## src/rtl/audio_sample_fifo.sv

```systemverilog
// Stereo sample FIFO feeding the DAC serializer: valid/ready push, one pop per LRCK falling edge.
// Build option AUDIO_FIFO_MUTE_ON_UNDERRUN_EN: output silence on underrun instead of repeating the last pair.
module audio_sample_fifo #(
  parameter int DATA_WIDTH = 16,
  parameter int DEPTH_LOG2 = 4
) (
  input  logic                  iCLK_18_4,
  input  logic                  iRST_N,
  input  logic [DATA_WIDTH-1:0] iL_DATA,
  input  logic [DATA_WIDTH-1:0] iR_DATA,
  input  logic                  iValid,
  output logic                  oReady,
  input  logic                  iLRCK,
  input  logic                  iClr_Underrun,
  output logic [DATA_WIDTH-1:0] oL_SAMPLE,
  output logic [DATA_WIDTH-1:0] oR_SAMPLE,
  output logic [DEPTH_LOG2:0]   oLevel,
  output logic [7:0]            oUnderrun_Cnt,
  output logic                  oUnderrun
);

  localparam int unsigned              DEPTH      = 2 ** DEPTH_LOG2;
  localparam logic [DEPTH_LOG2:0]      FULL_COUNT = (DEPTH_LOG2 + 1)'(DEPTH);
  localparam logic [DEPTH_LOG2:0]      ONE_COUNT  = (DEPTH_LOG2 + 1)'(1);
  localparam logic [DEPTH_LOG2-1:0]    ONE_PTR    = DEPTH_LOG2'(1);

  logic [2*DATA_WIDTH-1:0] mem [DEPTH];
  logic [DEPTH_LOG2-1:0]   wr_ptr;
  logic [DEPTH_LOG2-1:0]   rd_ptr;
  logic [DEPTH_LOG2:0]     count;
  logic                    lrck_d;

  logic frame_tick;
  logic push;
  logic pop;
  logic underrun;

  assign oReady     = (count != FULL_COUNT);
  assign oLevel     = count;
  assign frame_tick = lrck_d && !iLRCK;
  assign push       = iValid && oReady;
  // Pop and underrun both look at the pre-push count, so a push landing on
  // an empty frame edge is stored for the next frame rather than bypassed.
  assign pop        = frame_tick && (count != '0);
  assign underrun   = frame_tick && (count == '0);

  // NOTE: the sample array carries no reset; stale entries are unreachable
  // because count gates every read, and leaving it unreset lets it map to RAM.
  always_ff @(posedge iCLK_18_4) begin
    if (push) begin
      mem[wr_ptr] <= {iL_DATA, iR_DATA};
    end
  end

  // NOTE: every state register uses non-blocking assignment so all blocks
  // see the same pre-edge values regardless of evaluation order.
  always_ff @(posedge iCLK_18_4 or negedge iRST_N) begin
    if (!iRST_N) begin
      wr_ptr <= '0;
      rd_ptr <= '0;
      count  <= '0;
      lrck_d <= 1'b0;
    end else begin
      lrck_d <= iLRCK;
      if (push) begin
        wr_ptr <= wr_ptr + ONE_PTR;
      end
      if (pop) begin
        rd_ptr <= rd_ptr + ONE_PTR;
      end
      if (push && !pop) begin
        count <= count + ONE_COUNT;
      end else if (pop && !push) begin
        count <= count - ONE_COUNT;
      end
    end
  end

  always_ff @(posedge iCLK_18_4 or negedge iRST_N) begin
    if (!iRST_N) begin
      oL_SAMPLE <= '0;
      oR_SAMPLE <= '0;
    end else if (pop) begin
      {oL_SAMPLE, oR_SAMPLE} <= mem[rd_ptr];
    end else if (underrun) begin
`ifdef AUDIO_FIFO_MUTE_ON_UNDERRUN_EN
      oL_SAMPLE <= '0;
      oR_SAMPLE <= '0;
`else
      oL_SAMPLE <= oL_SAMPLE;
      oR_SAMPLE <= oR_SAMPLE;
`endif
    end
  end

  // Clear has priority over a same-cycle increment; the pulse is unaffected.
  always_ff @(posedge iCLK_18_4 or negedge iRST_N) begin
    if (!iRST_N) begin
      oUnderrun_Cnt <= 8'd0;
      oUnderrun     <= 1'b0;
    end else begin
      oUnderrun <= underrun;
      if (iClr_Underrun) begin
        oUnderrun_Cnt <= 8'd0;
      end else if (underrun && (oUnderrun_Cnt != 8'hFF)) begin
        oUnderrun_Cnt <= oUnderrun_Cnt + 8'd1;
      end
    end
  end

endmodule

```

## config.mk

```make
export PLATFORM = sky130hd
export DESIGN_NAME = audio_sample_fifo
export DESIGN_NICKNAME = d
export VERILOG_FILES = /design/src/rtl/audio_sample_fifo.sv
export SDC_FILE = /design/constraint.sdc
export NUM_CORES = 1
export LEC_CHECK = 0
export BUFFER_PORTS_ARGS = -buffer_cell sky130_fd_sc_hd__buf_2
export CELL_PAD_IN_SITES_DETAIL_PLACEMENT = 0
export CELL_PAD_IN_SITES_GLOBAL_PLACEMENT = 1
export CORE_MARGIN = 4
export CORE_UTILIZATION = 50
export DETAILED_ROUTE_END_ITERATION = 6
export PLACE_DENSITY = 0.76
export SLEW_MARGIN = 15
export SYNTH_ARGS = -nofsm -noshare
export SYNTH_HDL_FRONTEND = slang
export SYNTH_SLANG_ARGS = --single-unit
```

## constraint.sdc

```tcl
create_clock -name iCLK_18_4 -period 7.9 [get_ports iCLK_18_4]
set_input_delay 0.395 -clock iCLK_18_4 [delete_from_list [all_inputs] [get_ports iCLK_18_4]]
set_output_delay 0.395 -clock iCLK_18_4 [all_outputs]
set_load 0.02 [all_outputs]
```

==> results.md, run 1 <==
* Worst path cell trace: dlygate4sd3_1 > buf_2 > nor2b_1 > a21boi_4 > buf_4 > inv_1 > ha_1 > inv_1 > ha_1 > a21o_1 > a21oi_1 > mux2i_1 > xnor2_1
* IO buf count at 83
* Antenna diodes at 0
* Highest ir drop seen on vdd at 0.1812 mV
* Final min period at 3.440 ns
* Slowest CP cell: buf_4
* CTS tree: done
* Multi-input logic area at 4930 um2
* Core box area at 43270 um2
* Worst Path Required at 8.40 ns
* Routed WL at 44.73 mm
* Final instance area at 24860 um2
* H-tree Lvls at 2
* Initial core utilization at 50.72%
* Synth area leader: edfxtp_1
* Crit share post-route at 43.54%
* Clk sinks at 567
* Half-perimeter wire length after detailed placement at 23.16 mm
* Synth Flop Type: edfxtp_1
* Hold Slack at 0.01818 ns
* Post-Syn Area per Cell at 22.03 um2
* Mapped Area at 21940 um2
* FF+latch count, synth at 567
* Final #Nets at 1158
* Outcome: finished, final reports clean
* Total grt overflow at 0
* Post-synth EDFFs at 512
* RSZ-0062 raised after global routing: false
* Final setup violation count at 0
* Worst R2R End: oLevel[4]
* Area contributors post-synth: edfxtp_1 70%, mux4_2 13%, dfrtp_1 6.3%
* Total power draw at 8798 uW
* Die footprint at 47310 um2
* Clk_lat worst skew at 0.60 ns
* Critical path endpoint category: flip-flop
* Die height at 217.5 um
* CP max stage delay at 0.85 ns
* DRT antenna net count at 0
* Vias/cell at 5.911
* Per-cell routed wire length at 25.71 um
* Yosys warns at 0
* Worst-margin pin slew at 1.119 ns
* Worst r2r path cells at 11
* Cell row count at 76
* Part of the Yosys area used for sequential elements at 76.33%
* Root buffer cell: clkbuf_16
* Clk slew on worst S/H paths at 0.06 ns
* GPL Wtd Cong at 0.7269
* Io pins at 84
* DR iter-0 viols at 904
* Yosys top cell area share at 70.06%
* Netlist cell types at 50
* First-pass GRT wire length at 68.22 mm
* Number of global-route vias before repair at 10663
* Register area at 16760 um2
* Fin Setup TNS at 0 ns
* Syn nets at 1044
* Num CTS Buffers at 56
* Final Hold Fails at 0
* Skew final at 0.02139 ns
* Critical path startpoint category: primary input
* Crit-path max FO at 69
* Pwr dens at 353.8 nW/um2
* Area growth syn-to-layout at 13.30%
* Max_slew headroom at 25.37%
* Placed cell areas at 23080 um2
* Worst setup path category: primary input to flip-flop
* Pleak at 0.008043 uW
* Maxcap violations at 0
* Top achievable clock speed at 290.7 MHz
* Width of the chip at 217.5 um
* # DRC at 0
* Initial antenna violation count at 2
* Largest net degree at the start of global routing at 70
* Reg-to-Reg Start: lrck_d
* HP Class: primary input to asynchronous set/reset pin
* Async S/R FF share, synth at 9.700%
* Layout cells sized above 1 at 36.45%
* Cells after synthesis at 996
* R2R setup slack at 4.60 ns
* CTS Buffer Depth at 3
* Gr usage total at 19.30%
* Max-slew violations at 0
* Routed vias at 10285
* DRT Pass-1 Iters at 5
* Crit path arrival time at 3.94 ns
* # fillers at 3151
## report_power, final
part / switching, uW / internal, uW / total [uW]
combinational: 1210 / 1090 / 2310
sequential: 269 / 3660 / 3930
clock: 1080 / 1490 / 2560
## how the worst max path moves through the flow
stage,from,slack (ns),cells past startpoint,to
4_1_cts,iLRCK,4.46,13,oLevel[4]
3_3_place_gp,iLRCK,4.42,12,oLevel[4]
5_1_grt,iLRCK,4.20,13,oLevel[4]
6_report,iLRCK,4.46,13,oLevel[4]
3_5_place_dp,iLRCK,4.39,12,oLevel[4]
2_1_floorplan,oLevel[0],4.03,4,mem[3][0]
## state kept, by name, summed over array words and instances (netlist names)
register / flops
lrck_d: 1
mem: 512
oL_SAMPLE: 16
oLevel: 5
oR_SAMPLE: 16
oUnderrun: 1
oUnderrun_Cnt: 8
rd_ptr: 4
wr_ptr: 4
## critical path, delay by kind of cell
| family | cells | cell delay (ns) |
|---|---|---|
| mux | 1 | 0.23 |
| xor+xnor | 1 | 0.13 |
| simple gates | 1 | 0.30 |
| fa+ha+maj | 2 | 0.53 |
| compound gates | 3 | 0.57 |
| buf+inv | 5 | 1.77 |
## layout make-up
type | instances | area share (%)
Clock buffer | 77 | 6.326
Tap cell | 585 | 2.944
Clock inverter | 26 | 0.8203
Sequential cell | 567 | 67.41
Inverter | 8 | 0.1208
Multi-Input combinational cell | 365 | 19.83
Timing Repair Buffer | 112 | 2.556
## routing by layer
metal / part of all wire, % / track usage [%] / vias up
li1: - / - / 4405
met1: 42 / 26.86 / 5531
met3: 5.5 / 3.692 / 66
met4: 1.7 / 3.752 / 4
met5: 0.058 / 0 / -
met2: 51 / 32.58 / 279
## Yosys cell counts, drive strengths merged, types with 2 or more instances
master / count
buf: 34
a21oi: 38
clkbuf: 22
a21boi: 2
nand4: 2
edfxtp: 512
o22ai: 64
nand2b: 3
xor2: 2
nor2: 19
ha: 10
or4: 4
a21o: 2
nand3: 5
o21ai: 5
xnor2: 8
mux4: 128
nor2b: 4
mux2: 37
nand2: 11
dfrtp: 55
inv: 8
nor3: 6
## kinds of logic after synthesis
| group | count (synthesis) | synth area share (%) |
|---|---|---|
| DFF | 567 | 76.33 |
| buffers and inverters | 64 | 1.756 |
| xor gates and xnor gates | 10 | 0.3991 |
| AOI/OAI and AO/OA | 116 | 4.219 |
| adders and majority gates | 11 | 0.6614 |
| and+or+nand+nor | 62 | 1.551 |
| muxes | 166 | 15.08 |
## per-stage QoR
step / worst slack (ns) / utilization (%) / cells
floorplan: 4.035 / - / 996
global placement: 4.424 / 53.34 / 1636
detailed placement: 4.386 / 53.34 / 1636
CTS: 4.458 / 57.47 / 1740
global route: 4.196 / 57.47 / 1740
finish: 4.460 / 57.47 / 1740
## cells in the final DEF, fill, tap and decap left out, types with 2 or more instances in the layout
cell,Yosys,final
a21oi_1,28,28
mux2_2,34,34
buf_4,1,28
clkinv_1,0,8
clkinv_2,0,12
inv_1,8,8
mux4_2,128,128
xor2_1,2,2
clkbuf_16,0,58
bufinv_16,0,3
clkbuf_8,0,5
nand2b_1,3,3
nor3_2,0,4
buf_2,14,83
nor2_4,0,12
o22ai_2,29,29
a21oi_2,10,10
edfxtp_1,512,512
dfrtp_4,0,2
nand4_1,2,2
or4_1,3,3
nor3_1,6,2
dfrtp_1,55,52
xnor2_1,8,8
ha_1,10,10
nor2b_1,4,4
o21ai_0,5,5
o22ai_1,35,35
clkbuf_1,20,14
nand2_1,11,11
nor2_1,19,7
mux2_1,3,3
nand3_1,4,4
## what timing repair did
item	CTS	global route
endpoints found under the hold margin	1	0
hold buffers	1	0
setup endpoints to repair	0	0
setup buffers	0	0
gates resized for setup	0	0
Power figures use the tool's default switching activity.
==> run 2: changes to the inputs <==
==> constraint.sdc (replaced) <==
create_clock -name iCLK_18_4 -period 3.2 [get_ports iCLK_18_4]
set_input_delay 0.16 -clock iCLK_18_4 [delete_from_list [all_inputs] [get_ports iCLK_18_4]]
set_output_delay 0.16 -clock iCLK_18_4 [all_outputs]
set_load 0.02 [all_outputs]
==> run 2 against run 1 <==
Against the previous run:
- global-route usage fell by 0.28 points
- via count rose by 0.72%
- hold slack improved by 0.048 ns
- register-to-register slack got worse by 4.1 ns
- sequential cell count did not move
- wire length fell by 1.7%
==> results.md, run 2 (synthesized netlist as in run 1, its figures left out) <==
* Outcome: finished, final reports clean
* Layout cells sized above 1 at 36.24% (-0.21 points)
* Initial core utilization at 50.72% (unchanged)
* Vias/cell at 5.794 (-2.0%)
* HP Class: primary input to asynchronous set/reset pin
* First-pass GRT wire length at 68.08 mm (-0.21%)
* Clk sinks at 567 (unchanged)
* Worst Path Required at 3.71 ns (-4.69 ns)
* Worst-margin pin slew at 0.7737 ns (-0.3458 ns)
* DRT antenna net count at 0 (unchanged)
* Max-slew violations at 0 (unchanged)
* Highest ir drop seen on vdd at 0.5584 mV (+210%)
* Die footprint at 47310 um2 (unchanged)
* Cell row count at 76 (unchanged)
* Top reg by flops: mem
* Routed vias at 10359 (+0.72%)
* Antenna diodes at 0 (unchanged)
* Crit-path max FO at 9 (-87%)
* Worst path cell trace: nor4_4 > a21boi_2 > ha_1 > inv_1 > ha_1 > a21o_1 > a21oi_1 > mux2i_1 > xnor2_1
* Final Hold Fails at 0 (unchanged)
* Largest register FFs at 512 (unchanged)
* Post-CTS Setup Repair Bufs at 0 (unchanged)
* Critical path endpoint category: flip-flop
* Most frequent CP cell: ha_1
* H-tree Lvls at 2 (unchanged)
* Most frequent cells in the layout: 512 x edfxtp_1, 128 x mux4_2, 83 x buf_2
* CP max stage delay at 0.49 ns (-0.36 ns)
* Crit path arrival time at 3.21 ns (-0.73 ns)
* # DRC at 0 (unchanged)
* Half-perimeter wire length after detailed placement at 25.65 mm (+11%)
* Commonest non-fill, non-tap cell in the layout: edfxtp_1
* Critical path startpoint category: flip-flop
* Per-cell routed wire length at 24.60 um (-4.3%)
* Hold Slack at 0.06572 ns (+0.04754 ns)
* Sw Ratio at 29.45% (+0.37 points)
* DR iter-0 viols at 1010 (+12%)
* Internal power at 15330 uW (+150%)
* Cts hold-fix bufs at 35 (+34)
* Clk slew on worst S/H paths at 0.06 ns (about the same)
* DRT Pass-1 Iters at 4 (-1)
* Worst setup path category: flip-flop to flip-flop
* Pwr dens at 856.7 nW/um2 (+140%)
* Routed WL at 43.98 mm (-1.7%)
* Gr usage total at 19.02% (-0.28 points)
* Final #Nets at 1209 (+4.4%)
* Area growth syn-to-layout at 15.59%
* Io pins at 84 (unchanged)
* Core box area at 43270 um2 (unchanged)
* Switching power at 6399 uW (+150%)
* Sequential share of power at 44.9% (+0.2 points)
* Total grt overflow at 0 (unchanged)
* CTS tree: done
* Skew final at 0.02067 ns (-0.0007215 ns)
* Number of global-route vias before repair at 10860 (+1.8%)
* Top achievable clock speed at 369.7 MHz
* CTS-repair resized insts at 0 (unchanged)
* Final min period at 2.705 ns
* Maxcap violations at 0 (unchanged)
* Logic gate share of total power at 27.4% (+1.2 points)
* Core Util, Final at 58.63% (+1.2 points)
* GPL Wtd Cong at 0.7409 (+1.9%)
* Pleak at 0.008239 uW (+2.4%)
* Width of the chip at 217.5 um (unchanged)
* Crit share post-route at 84.53%
* Clk pwr share at 27.7% (-1.4 points)
* Root buffer cell: clkbuf_16
* Fin Setup TNS at 0 ns (unchanged)
* IO buf count at 83 (unchanged)
* Clk_lat worst skew at 0.60 ns (about the same)
* Max_slew headroom at 48.42% (+23 points)
* Num CTS Buffers at 55 (-1.8%)
* Biggest regs: mem x512, oL_SAMPLE x16, oR_SAMPLE x16
* Final setup violation count at 0 (unchanged)
* # fillers at 3088 (-2.0%)
* Initial antenna violation count at 0 (-2)
* CTS Buffer Depth at 3 (unchanged)
* Largest net degree at the start of global routing at 43 (-39%)
* Final instance area at 25370 um2 (+2.0%)
* Slowest CP cell: nor4_4
* RSZ-0062 raised after global routing: false
* Die height at 217.5 um (unchanged)
* Placed cell areas at 23340 um2 (+1.1%)
-- run 2: changes by cell type in the layout (fill, tap and decap cells not counted), sizes merged --
cell,delta
clkinvlp,+5
buf,+18
inv,-1
clkbuf,+4
bufinv,-2
dlygate4sd3,+34
clkinv,-10
-- run 2: power groups by stage --
stage | clock [uW] | sequential, uW | combinational (uW)
2_1_floorplan | 0 | 9780 | 4300
3_3_place_gp | 0 | 9890 | 5940
3_5_place_dp | 0 | 9920 | 6020
4_1_cts | 6160 | 9790 | 6080
5_1_grt | 6480 | 9880 | 6400
6_report | 6020 | 9760 | 5950
-- run 2: per-stage QoR --
step                      power [uW]  setup slack (ns)  instances
after floorplan                14070            0.1895        996
after global placement         15830            0.5587       1654
after detailed placement       15950            0.5022       1654
after CTS                      22020            0.4819       1788
after global routing           22760            0.3401       1788
final                          21730            0.4950       1788
-- run 2: area by class of cell --
cell class | instances | area [um2] | area share, %
clock inverters | 18 | 152.6 | 0.6018
well taps | 585 | 732.0 | 2.885
multi-input cells | 365 | 4957 | 19.54
inverters | 8 | 30.03 | 0.1184
flip-flops and latches | 567 | 16760 | 66.07
clock buffers | 81 | 1524 | 6.008
repair buffers | 164 | 1211 | 4.775
-- run 2: metal layers --
metal | GRT usage [%] | up-vias | part of all wire [%]
li1 | - | 4496 | -
met1 | 26.42 | 5529 | 42
met2 | 32.25 | 262 | 52
met3 | 2.661 | 72 | 4.2
met4 | 4.982 | 0 | 2.1
met5 | 0 | - | 0
-- run 2: final timing paths --
kind / slack, ns / cells after the start / start / endpoint
min reg2reg: 0.57 / 2 / oR_SAMPLE[3] / oR_SAMPLE[3]
max: 0.49 / 9 / oLevel[0] / oLevel[4]
min in group iCLK_18_4: 0.08 / 3 / iValid / wr_ptr[0]
min: 0.07 / 2 / iRST_N / oL_SAMPLE[13]
max in group asynchronous: 2.35 / 3 / iRST_N / oL_SAMPLE[0]
max reg2reg: 0.49 / 9 / oLevel[0] / oLevel[4]
-- run 2: critical path, delay by kind of cell (launching register included) --
family / cells / cell delay, ns
AOI/OAI and AO/OA: 3 / 0.56
xor gates and xnor gates: 1 / 0.14
adders and majority gates: 2 / 0.56
buffers and inverters: 1 / 0.16
DFF: 1 / 0.48
muxes: 1 / 0.24
and+or+nand+nor: 1 / 0.49
==> run 3: changes to the inputs <==
--- a/config.mk
+++ b/config.mk
@@ -9,9 +9,9 @@
 export CELL_PAD_IN_SITES_DETAIL_PLACEMENT = 0
 export CELL_PAD_IN_SITES_GLOBAL_PLACEMENT = 1
 export CORE_MARGIN = 4
-export CORE_UTILIZATION = 50
+export CORE_UTILIZATION = 49
 export DETAILED_ROUTE_END_ITERATION = 6
-export PLACE_DENSITY = 0.76
+export PLACE_DENSITY = 0.78
 export SLEW_MARGIN = 15
 export SYNTH_ARGS = -nofsm -noshare
 export SYNTH_HDL_FRONTEND = slang
==> constraint.sdc (replaced) <==
create_clock -name iCLK_18_4 -period 2.4 [get_ports iCLK_18_4]
set_input_delay 0.12 -clock iCLK_18_4 [delete_from_list [all_inputs] [get_ports iCLK_18_4]]
set_output_delay 0.12 -clock iCLK_18_4 [all_outputs]
set_load 0.02 [all_outputs]
==> run 3 against run 2 <==
Against the previous run:
- clock skew is 0.0023 ns higher
- first-iteration DRC count is 0.20% lower
- non-clock buffer count is 27 higher
- wire length is 11% higher
- largest power group unchanged
==> results.md, run 3 (synthesized netlist as in run 1, its figures left out) <==
* Crit-path max FO at 5 (-4)
* Top achievable clock speed at 424.1 MHz (+15%)
* CP max stage delay at 0.42 ns (-0.07 ns)
* Fin Setup TNS at 0 ns (unchanged)
* Final Hold Fails at 0 (unchanged)
* Worst r2r path cells at 11 (+2)
* Initial core utilization at 49.63% (-1.1 points)
* Final min period at 2.358 ns (-0.3472 ns)
* WP buf/inv at 3 (+2)
* First-pass GRT wire length at 72.95 mm (+7.2%)
* Clk slew on worst S/H paths at 0.06 ns (about the same)
* Worst Path Required at 2.92 ns (-0.79 ns)
* Total power draw at 30430 uW (+40%)
* Critical path endpoint category: flip-flop
* CTS-repair resized insts at 0 (unchanged)
* Io pins at 84 (unchanged)
* Most frequent cells in the layout: 512 x edfxtp_1, 128 x mux4_2, 82 x buf_2
* Finished Layout Cells at 1833 (+2.5%)
* Gr usage total at 20.56% (+1.5 points)
* H-tree Lvls at 2 (unchanged)
* Total grt overflow at 0 (unchanged)
* Pwr dens at 1170 nW/um2 (+37%)
* Crit share post-route at 98.25% (+14 points)
* Critical path startpoint category: flip-flop
* Crit path arrival time at 2.88 ns (-0.33 ns)
* Num CTS Buffers at 56 (+1.8%)
* Max-slew violations at 0 (unchanged)
* Maxcap violations at 0 (unchanged)
* DR iter-0 viols at 1008 (-0.20%)
* Worst setup path category: flip-flop to flip-flop
* Commonest non-fill, non-tap cell in the layout: edfxtp_1
* Root buffer cell: clkbuf_16
* Core Util, Final at 58.81% (+0.18 points)
* Initial antenna violation count at 1 (+1)
* Worst-margin pin slew at 1.182 ns (+0.4088 ns)
* Width of the chip at 219.6 um (+0.98%)
* Half-perimeter wire length after detailed placement at 27.59 mm (+7.5%)
* Layout cells sized above 1 at 38.79% (+2.5 points)
* Area growth syn-to-layout at 18.51%
* GPL Wtd Cong at 0.7408 (about the same)
* Routed vias at 10754 (+3.8%)
* Final #Nets at 1240 (+2.6%)
* Skew final at 0.02294 ns (+0.002274 ns)
* Die footprint at 48240 um2 (+2.0%)
* RSZ-0062 raised after global routing: true
* Most frequent CP cell: inv_4
* CTS tree: done
* Max_slew headroom at 21.17% (-27 points)
* Clk_lat worst skew at 0.61 ns (about the same)
* Vias/cell at 5.867 (+1.3%)
* Dpl cells at 1678 (+1.5%)
* Crit-path leading delay family: adder cells
* Largest register FFs at 512 (unchanged)
* Top reg by flops: mem
* Core box area at 44220 um2 (+2.2%)
* Final setup violation count at 0 (unchanged)
* HP Class: primary input to asynchronous set/reset pin
* Per-cell routed wire length at 26.66 um (+8.4%)
* Highest ir drop seen on vdd at 0.7130 mV (+28%)
* Slowest CP cell: dfrtp_2
* # DRC at 0 (unchanged)
* Routed WL at 48.87 mm (+11%)
* Pleak at 0.008528 uW (+3.5%)
* DRT antenna net count at 0 (unchanged)
* Cell row count at 77 (+1.3%)
* Outcome: finished, final reports clean
* Number of global-route vias before repair at 11324 (+4.3%)
* CTS Buffer Depth at 3 (unchanged)
* Worst path cell trace: nor4_4 > buf_4 > a21boi_4 > inv_4 > ha_4 > inv_4 > fa_2 > a21o_1 > a21oi_2 > mux2i_1 > xnor2_1
* DRT Pass-1 Iters at 5 (+1)
* Largest net degree at the start of global routing at 69 (+60%)
* Biggest regs: mem x512, oL_SAMPLE x16, oR_SAMPLE x16
* Die height at 219.6 um (+0.98%)
* IO buf count at 83 (unchanged)
* Crit path depth at 11 (+2)
* Hold Slack at 0.06187 ns (-0.003848 ns)
* Clk sinks at 567 (unchanged)
run 3: cell count changes in the layout (fill, tap and decap cells not counted), moves of 4 or more:
cell	change
clkinv_1	+4
clkbuf_8	+6
buf_12	+16
clkinvlp_4	-4
buf_4	+12
run 3: final cells by class:
| cell class | count | area (um2) |
|---|---|---|
| Antenna cell | 1 | 2.502 |
| Timing Repair Buffer | 191 | 1617 |
| Clock inverter | 20 | 205.2 |
| Tap cell | 592 | 740.7 |
| Fill cell | 3146 | 18210 |
| Clock buffer | 86 | 1645 |
| Sequential cell | 567 | 16760 |
| Multi-Input combinational cell | 368 | 4999 |
| Inverter | 8 | 35.03 |
run 3: what timing repair did:
item | CTS | global route
setup buffers | 2 | 8
hold buffers | 35 | 0
cloned | 0 | 3
endpoints found under the hold margin | 557 | 0
pin swaps | 2 | 10
setup endpoints to repair | 26 | 74
run 3: layer usage:
metal | vias to the layer above | GRT usage [%] | share of wire (%)
met1 | 5726 | 29.72 | 42
met2 | 381 | 33.35 | 50
li1 | 4576 | - | -
met3 | 71 | 3.558 | 6.0
met4 | 0 | 4.836 | 2.0
met5 | - | 0 | 0
run 3: worst paths after layout:
path                                   start            to  slack, ns
worst max-delay path               oLevel[0]     oLevel[4]       0.04
worst min-delay path                  iRST_N  oR_SAMPLE[7]       0.06
worst max register to register     oLevel[0]     oLevel[4]       0.04
worst min register to register  oR_SAMPLE[4]  oR_SAMPLE[4]       0.57
max in group asynchronous             iRST_N  oR_SAMPLE[2]       1.63
min in group iCLK_18_4                iValid     wr_ptr[0]       0.17
run 3: through the flow:
stage / area, um2 / setup slack [ns]
2_1_floorplan: 22130 / -0.2036
3_3_place_gp: 23700 / 0.03034
3_5_place_dp: 23700 / -0.02961
4_1_cts: 25910 / 0.004975
5_1_grt: 26000 / -0.07867
6_report: 26010 / 0.04212
run 3: power breakdown:
group	internal (uW)	total (uW)	switching (uW)	leakage, uW
clock	5060	8710	3640	0.000909
combinational	4290	9100	4810	0.00236
sequential	12100	12600	561	0.00526
total	21400	30400	9020	0.00853
